[src/rtl/color_decoder_pkg.sv]
// Shared colour definitions for the RGB LED link: state indices, RGB codes and the decoder.
// Both ends of the link import this package so that their encodings stay in step.
package color_decoder_pkg;

    // RGB codes, bit order {r, g, b}, active-high
    localparam logic [2:0] IDLE    = 3'b000;
    localparam logic [2:0] RED     = 3'b100;
    localparam logic [2:0] GREEN   = 3'b010;
    localparam logic [2:0] BLUE    = 3'b001;
    localparam logic [2:0] YELLOW  = 3'b110;
    localparam logic [2:0] CYAN    = 3'b011;
    localparam logic [2:0] MAGENTA = 3'b101;
    localparam logic [2:0] WHITE   = 3'b111;

    localparam logic [2:0] IDLE_S    = 3'd0;
    localparam logic [2:0] RED_S     = 3'd1;
    localparam logic [2:0] GREEN_S   = 3'd2;
    localparam logic [2:0] BLUE_S    = 3'd3;
    localparam logic [2:0] YELLOW_S  = 3'd4;
    localparam logic [2:0] CYAN_S    = 3'd5;
    localparam logic [2:0] MAGENTA_S = 3'd6;
    localparam logic [2:0] WHITE_S   = 3'd7;

    typedef enum logic {StAcquire, StLocked} dec_state_e;

    function automatic logic [2:0] decode_color(input logic [2:0] code);
        logic [2:0] idx;
        idx = IDLE_S;
        case (code)
            IDLE:    idx = IDLE_S;
            RED:     idx = RED_S;
            GREEN:   idx = GREEN_S;
            BLUE:    idx = BLUE_S;
            YELLOW:  idx = YELLOW_S;
            CYAN:    idx = CYAN_S;
            MAGENTA: idx = MAGENTA_S;
            WHITE:   idx = WHITE_S;
            default: idx = IDLE_S;
        endcase
        return idx;
    endfunction

endpackage

[src/rtl/sync_stable.sv]
// Two-flop synchroniser for active-low lines plus a stability filter; emits the active-high code
// and a one-cycle accept pulse once that code has held for STABLE_CYCLES synchronised edges.
module sync_stable #(
    parameter int unsigned WIDTH         = 3,
    parameter int unsigned STABLE_CYCLES = 4
) (
    input  logic             clk,
    input  logic             rst_n,
    input  logic [WIDTH-1:0] lines_n,
    output logic [WIDTH-1:0] code,
    output logic             accept_pulse
);

    localparam int unsigned CW = (STABLE_CYCLES < 1) ? 1 : $clog2(STABLE_CYCLES + 1);
    localparam logic [CW-1:0] CNT_DONE = CW'(STABLE_CYCLES);

    logic [WIDTH-1:0] meta_q, sync_q;
    logic [CW-1:0]    cnt_q, cnt_d;
    logic             primed_q;
    logic             accept_q, accept_d;

    // The first edge after reset only refills the second stage, so it never counts as stable.
    always_comb begin
        cnt_d = cnt_q;
        if (!primed_q || (meta_q != sync_q)) begin
            cnt_d = '0;
        end else if (cnt_q != CNT_DONE) begin
            cnt_d = cnt_q + CW'(1);
        end
        accept_d = (cnt_d == CNT_DONE) && (cnt_q != CNT_DONE);
    end

    always_ff @(posedge clk or negedge rst_n) begin
        if (!rst_n) begin
            meta_q   <= '1;
            sync_q   <= '1;
            cnt_q    <= '0;
            primed_q <= 1'b0;
            accept_q <= 1'b0;
        end else begin
            meta_q   <= lines_n;
            sync_q   <= meta_q;
            cnt_q    <= cnt_d;
            primed_q <= 1'b1;
            accept_q <= accept_d;
        end
    end

    assign code         = ~sync_q;
    assign accept_pulse = accept_q;

endmodule

[src/rtl/color_decoder.sv]
// Receive end of the RGB LED link: recovers the colour-state index and checks that every
// accepted colour is the legal successor of the previous one.
module color_decoder
    import color_decoder_pkg::*;
#(
    parameter int unsigned NUM_STATES    = 8,
    parameter int unsigned STABLE_CYCLES = 4,
    parameter int unsigned CNT_W         = 8
) (
    input  logic             clk,
    input  logic             rst_n,
    input  logic             rLed_i,
    input  logic             gLed_i,
    input  logic             bLed_i,
    output logic [2:0]       color_o,
    output logic             valid_o,
    output logic             change_o,
    output logic             seq_err_o,
    output logic [CNT_W-1:0] change_count_o,
    output logic [CNT_W-1:0] err_count_o
);

    localparam logic [2:0]       LAST_IDX = 3'(NUM_STATES - 1);
    localparam logic [3:0]       N_IDX    = 4'(NUM_STATES);
    localparam logic [CNT_W-1:0] CNT_MAX  = '1;

    logic [2:0] code;
    logic       accept;
    logic [2:0] idx;
    logic [2:0] next_idx;
    logic       is_err;
    dec_state_e state_q;

    sync_stable #(
        .WIDTH        (3),
        .STABLE_CYCLES(STABLE_CYCLES)
    ) u_sync_stable (
        .clk         (clk),
        .rst_n       (rst_n),
        .lines_n     ({rLed_i, gLed_i, bLed_i}),
        .code        (code),
        .accept_pulse(accept)
    );

    // An out-of-range colour wraps to 0 as well, so the next legal step resynchronises.
    always_comb begin
        idx      = decode_color(code);
        next_idx = (color_o >= LAST_IDX) ? 3'd0 : color_o + 3'd1;
        is_err   = (idx != next_idx) || ({1'b0, idx} >= N_IDX);
    end

    always_ff @(posedge clk or negedge rst_n) begin
        if (!rst_n) begin
            state_q        <= StAcquire;
            color_o        <= '0;
            valid_o        <= 1'b0;
            change_o       <= 1'b0;
            seq_err_o      <= 1'b0;
            change_count_o <= '0;
            err_count_o    <= '0;
        end else begin
            change_o  <= 1'b0;
            seq_err_o <= 1'b0;
            if (accept) begin
                unique case (state_q)
                    StAcquire: begin
                        color_o <= idx;
                        valid_o <= 1'b1;
                        state_q <= StLocked;
                    end
                    StLocked: begin
                        if (idx != color_o) begin
                            color_o  <= idx;
                            change_o <= 1'b1;
                            if (change_count_o != CNT_MAX) begin
                                change_count_o <= change_count_o + CNT_W'(1);
                            end
                            if (is_err) begin
                                seq_err_o <= 1'b1;
                                if (err_count_o != CNT_MAX) begin
                                    err_count_o <= err_count_o + CNT_W'(1);
                                end
                            end
                        end
                    end
                    default: state_q <= StAcquire;
                endcase
            end
        end
    end

endmodule
[config.mk]
export PLATFORM = sky130hd
export DESIGN_NAME = color_decoder
export DESIGN_NICKNAME = d
export VERILOG_FILES = /design/src/rtl/color_decoder_pkg.sv /design/src/rtl/sync_stable.sv /design/src/rtl/color_decoder.sv
export SDC_FILE = /design/constraint.sdc
export NUM_CORES = 1
export LEC_CHECK = 0
export BUFFER_PORTS_ARGS = -buffer_cell sky130_fd_sc_hd__buf_4
export CAP_MARGIN = 20
export CORE_AREA = 8 8 70 72
export CTS_CLUSTER_SIZE = 24
export DETAILED_ROUTE_END_ITERATION = 7
export DIE_AREA = 0 0 78 80
export GPL_TIMING_DRIVEN = 0
export PLACE_DENSITY_LB_ADDON = 0.05
export SLEW_MARGIN = 20
export SYNTH_ARGS = -nofsm -noshare
export SYNTH_HDL_FRONTEND = slang
export SYNTH_SLANG_ARGS = --single-unit
[constraint.sdc]
create_clock -name clk -period 3.6 [get_ports clk]
set_input_delay 0.72 -clock clk [delete_from_list [all_inputs] [get_ports clk]]
set_output_delay 0.72 -clock clk [all_outputs]
set_load 0.03 [all_outputs]
==> metrics.cfg <==
[status]
outcome=finished clean

[setup_path]
startpoint_type=flip-flop
critical_path.startpoint=u_sync_stable.sync_q[0]
crit_cells=9
crit_fanout=10
required_ns=3.76
reg2reg_from=u_sync_stable.sync_q[0]
cp_common_cell=inv_1
critical-path-top-delay-family=compound AO/OA/AOI/OAI gates
reg2reg_slack_ns=0.88
path_class=flip-flop to flip-flop
worst-r2r-cell-count=9
crit_buf_inv=3
crit_slowest_cell=dfstp_2
crit_path_end=change_count_o[7]
rr_endpoint=change_count_o[7]
path_cells=inv_1 -> ha_1 -> inv_1 -> a221o_2 -> a222oi_1 -> nor2_1 -> buf_6 -> nand4_1 -> mux2_2
slowest_delay_ns=0.55
cp-end-kind=flip-flop
critPathArrivalTime_ns=2.88

[logic_synthesis]
syn-instance-count=147
syn_avg_cell_area_um2=11.29
synthAdderAreaFrac_pct=6.787
synth_top_family_by_area=simple AND/OR/NAND/NOR gates
synth_commonest_cells=dfrtp_1 (28), nor2_1 (14), xnor2_1 (14)
yosysTopAreaCell=dfrtp_1
muxShareOfSynthArea_pct=5.882
async_flop_share_pct=100.0
synth-seq-area-share_pct=51.73
synth_cell_types=32
synth_top_area_share_pct=42.23
synth_compound_area_share_pct=5.807
syn_area_um2=1659
yosys.area_share.simple_pct=16.21
ys.flop_type=dfrtp_1
yosysMostFrequentCell=dfrtp_1
synth-xor-area-share_pct=9.502
syn_nets=161
synth_edf_count=0
ys_ff_latch=34
synth.area.top_cells=dfrtp_1 (42%), dfstp_2 (9.5%), xnor2_1 (7.4%)
yosysWarnings=0

[sta]
final.min_clock_period_ns=2.717
finalMaxSlewViolations=0
relSlewSlack_pct=40.71
finalWorstSetupSlack_ns=0.8829
finalHoldViolCount=0
max_freq_ghz=0.3680
grt_setup_unrepaired=false
finalClockSkew_ns=0.004877
post-route-period-util_pct=75.47
fin_setup_tns_ns=0
setup_violations=0
tightest_slew_ns=0.8834

[routing]
wl_per_cell_um=13.91
dr.pass1.iters=4
vias=1199
route.detailed.drc=0
first_iter_violations=57
via_per_inst=5.190
final_antenna_net_count=0
wl_um=3214

[floorplanning]
initial_core_util_pct=43.02
io_pins=27
die_w_um=78
die_area_um2=6240
row_count=23
fp.dieH_um=80
core_area_um2=3856

[clock_network]
hold_buffers=0
post_cts_resized=0
cts_buffers=5
clock_sinks=34
clk_pin_slew_ns=0.07
clock_latency_ns=0.28
h-tree-depth=2
postCtsSetupBuffers=0
clock-root-buffer=clkbuf_8
tritoncts=yes
cts_buffer_depth=2

[place]
place.gp.congestion=0.7445
io_buffers=26
dp.final_hpwl_um=2386
detailedPlace.worstSlack_ns=0.8723
place_area_um2=1917

[finish]
syn_to_final_growth_pct=21.04
fillers=364
layout-drive-gt1-share_pct=28.73
multi_input_area_um2=737.0
final_nets=194
finalInstanceArea_um2=2008
final-seq-area_um2=858.3
diodes=0

[global_routing]
track_usage_pct=11.52
gr-total-overflow=0
grt_max_degree=35
antenna_found_initial=0
grt_pass1_wl_um=5775
first_global_vias=1284

[power_and_ir_drop]
leakage_nw=1.001
ir_drop_mv=0.2003
p_per_area_nw_per_um2=357.1

[flow_run]
maxCapViolations=0

[hold_path]
hold_path_class=input port to async pin

==> power breakdown <==
part           leakage (nW)  total [W]  switching, W  internal (W)
combinational         0.501  0.0000428     0.0000257     0.0000171
sequential            0.452   0.000393    0.00000334      0.000390
clock                0.0482   0.000281      0.000127      0.000154
==> per-layer routing <==
metal  vias up  global-route usage [%]  wire (um)  share of wire, %
met5         -                       0          0                 0
met3         6                   4.505        179               5.6
met1       594                   11.80       1401                44
li1        575                       -          -                 -
met2        24                   20.47       1578                49
met4         0                   5.000         55               1.7
==> cells in the final DEF, fill, tap and decap left out <==
master	instances
mux2_2	6
and4_1	2
a31oi_1	2
or3_1	1
clkbuf_8	6
and2_4	2
dfrtp_1	28
nand4_1	8
buf_4	26
nand3_1	5
nand2_1	7
a311oi_1	1
mux2i_1	3
ha_1	9
or2_2	1
a21o_1	1
nor2_1	14
a221o_2	2
nor4_1	1
xor2_1	4
a21oi_1	1
nor3_1	2
a21boi_0	1
conb_1	1
buf_6	2
nand2b_1	2
dfstp_2	6
nand3b_1	1
clkinv_2	1
o221ai_1	2
clkbuf_1	1
inv_1	11
a222oi_1	1
o21ai_0	1
xnor2_1	14
and3_1	5
==> logic make-up after synthesis <==
| group | Yosys count |
|---|---|
| other | 1 |
| buffers and inverters | 13 |
| and+or+nand+nor | 51 |
| adders and majority gates | 9 |
| DFF | 34 |
| muxes | 9 |
| xor gates and xnor gates | 18 |
| AOI/OAI and AO/OA | 12 |
==> worst min-delay path by stage <==
stage / from / endpoint / slack [ns]
floorplan: u_sync_stable.meta_q[0] / u_sync_stable.sync_q[0] / 0.36
global placement: u_sync_stable.meta_q[2] / u_sync_stable.sync_q[2] / 0.36
detailed placement: u_sync_stable.meta_q[2] / u_sync_stable.sync_q[2] / 0.36
CTS: u_sync_stable.meta_q[2] / u_sync_stable.sync_q[2] / 0.37
global route: u_sync_stable.meta_q[2] / u_sync_stable.sync_q[2] / 0.38
finish: rst_n / color_o[1] / 0.37
==> sequential cells by signal, summed over array words and instances (netlist names), 3 cells and up <==
signal,count
color_o,3
u_sync_stable.cnt_q,3
u_sync_stable.sync_q,3
err_count_o,8
change_count_o,8
u_sync_stable.meta_q,3
==> through the flow <==
| step | std cells | power (W) | util (%) | hold WS [ns] |
|---|---|---|---|---|
| final | 231 | 0.0007171 | 52.08 | 0.3717 |
| after global placement | 223 | 0.0004408 | 49.71 | 0.3624 |
| after global routing | 231 | 0.0007526 | 52.08 | 0.3788 |
| after floorplan | 147 | 0.0004256 | - | 0.3607 |
| after detailed placement | 223 | 0.0004435 | 49.71 | 0.3650 |
| after CTS | 231 | 0.0007312 | 52.08 | 0.3743 |
==> layout make-up <==
type / instances / share of cell area (%)
sequential: 34 / 42.74
multi-input combinational: 100 / 36.70
timing repair buffer: 26 / 9.720
clock buffer: 7 / 4.299
tap: 50 / 3.115
inverter: 11 / 2.056
buffer: 2 / 1.121
clock inverter: 1 / 0.2492
(Power assumes the default switching activity.)
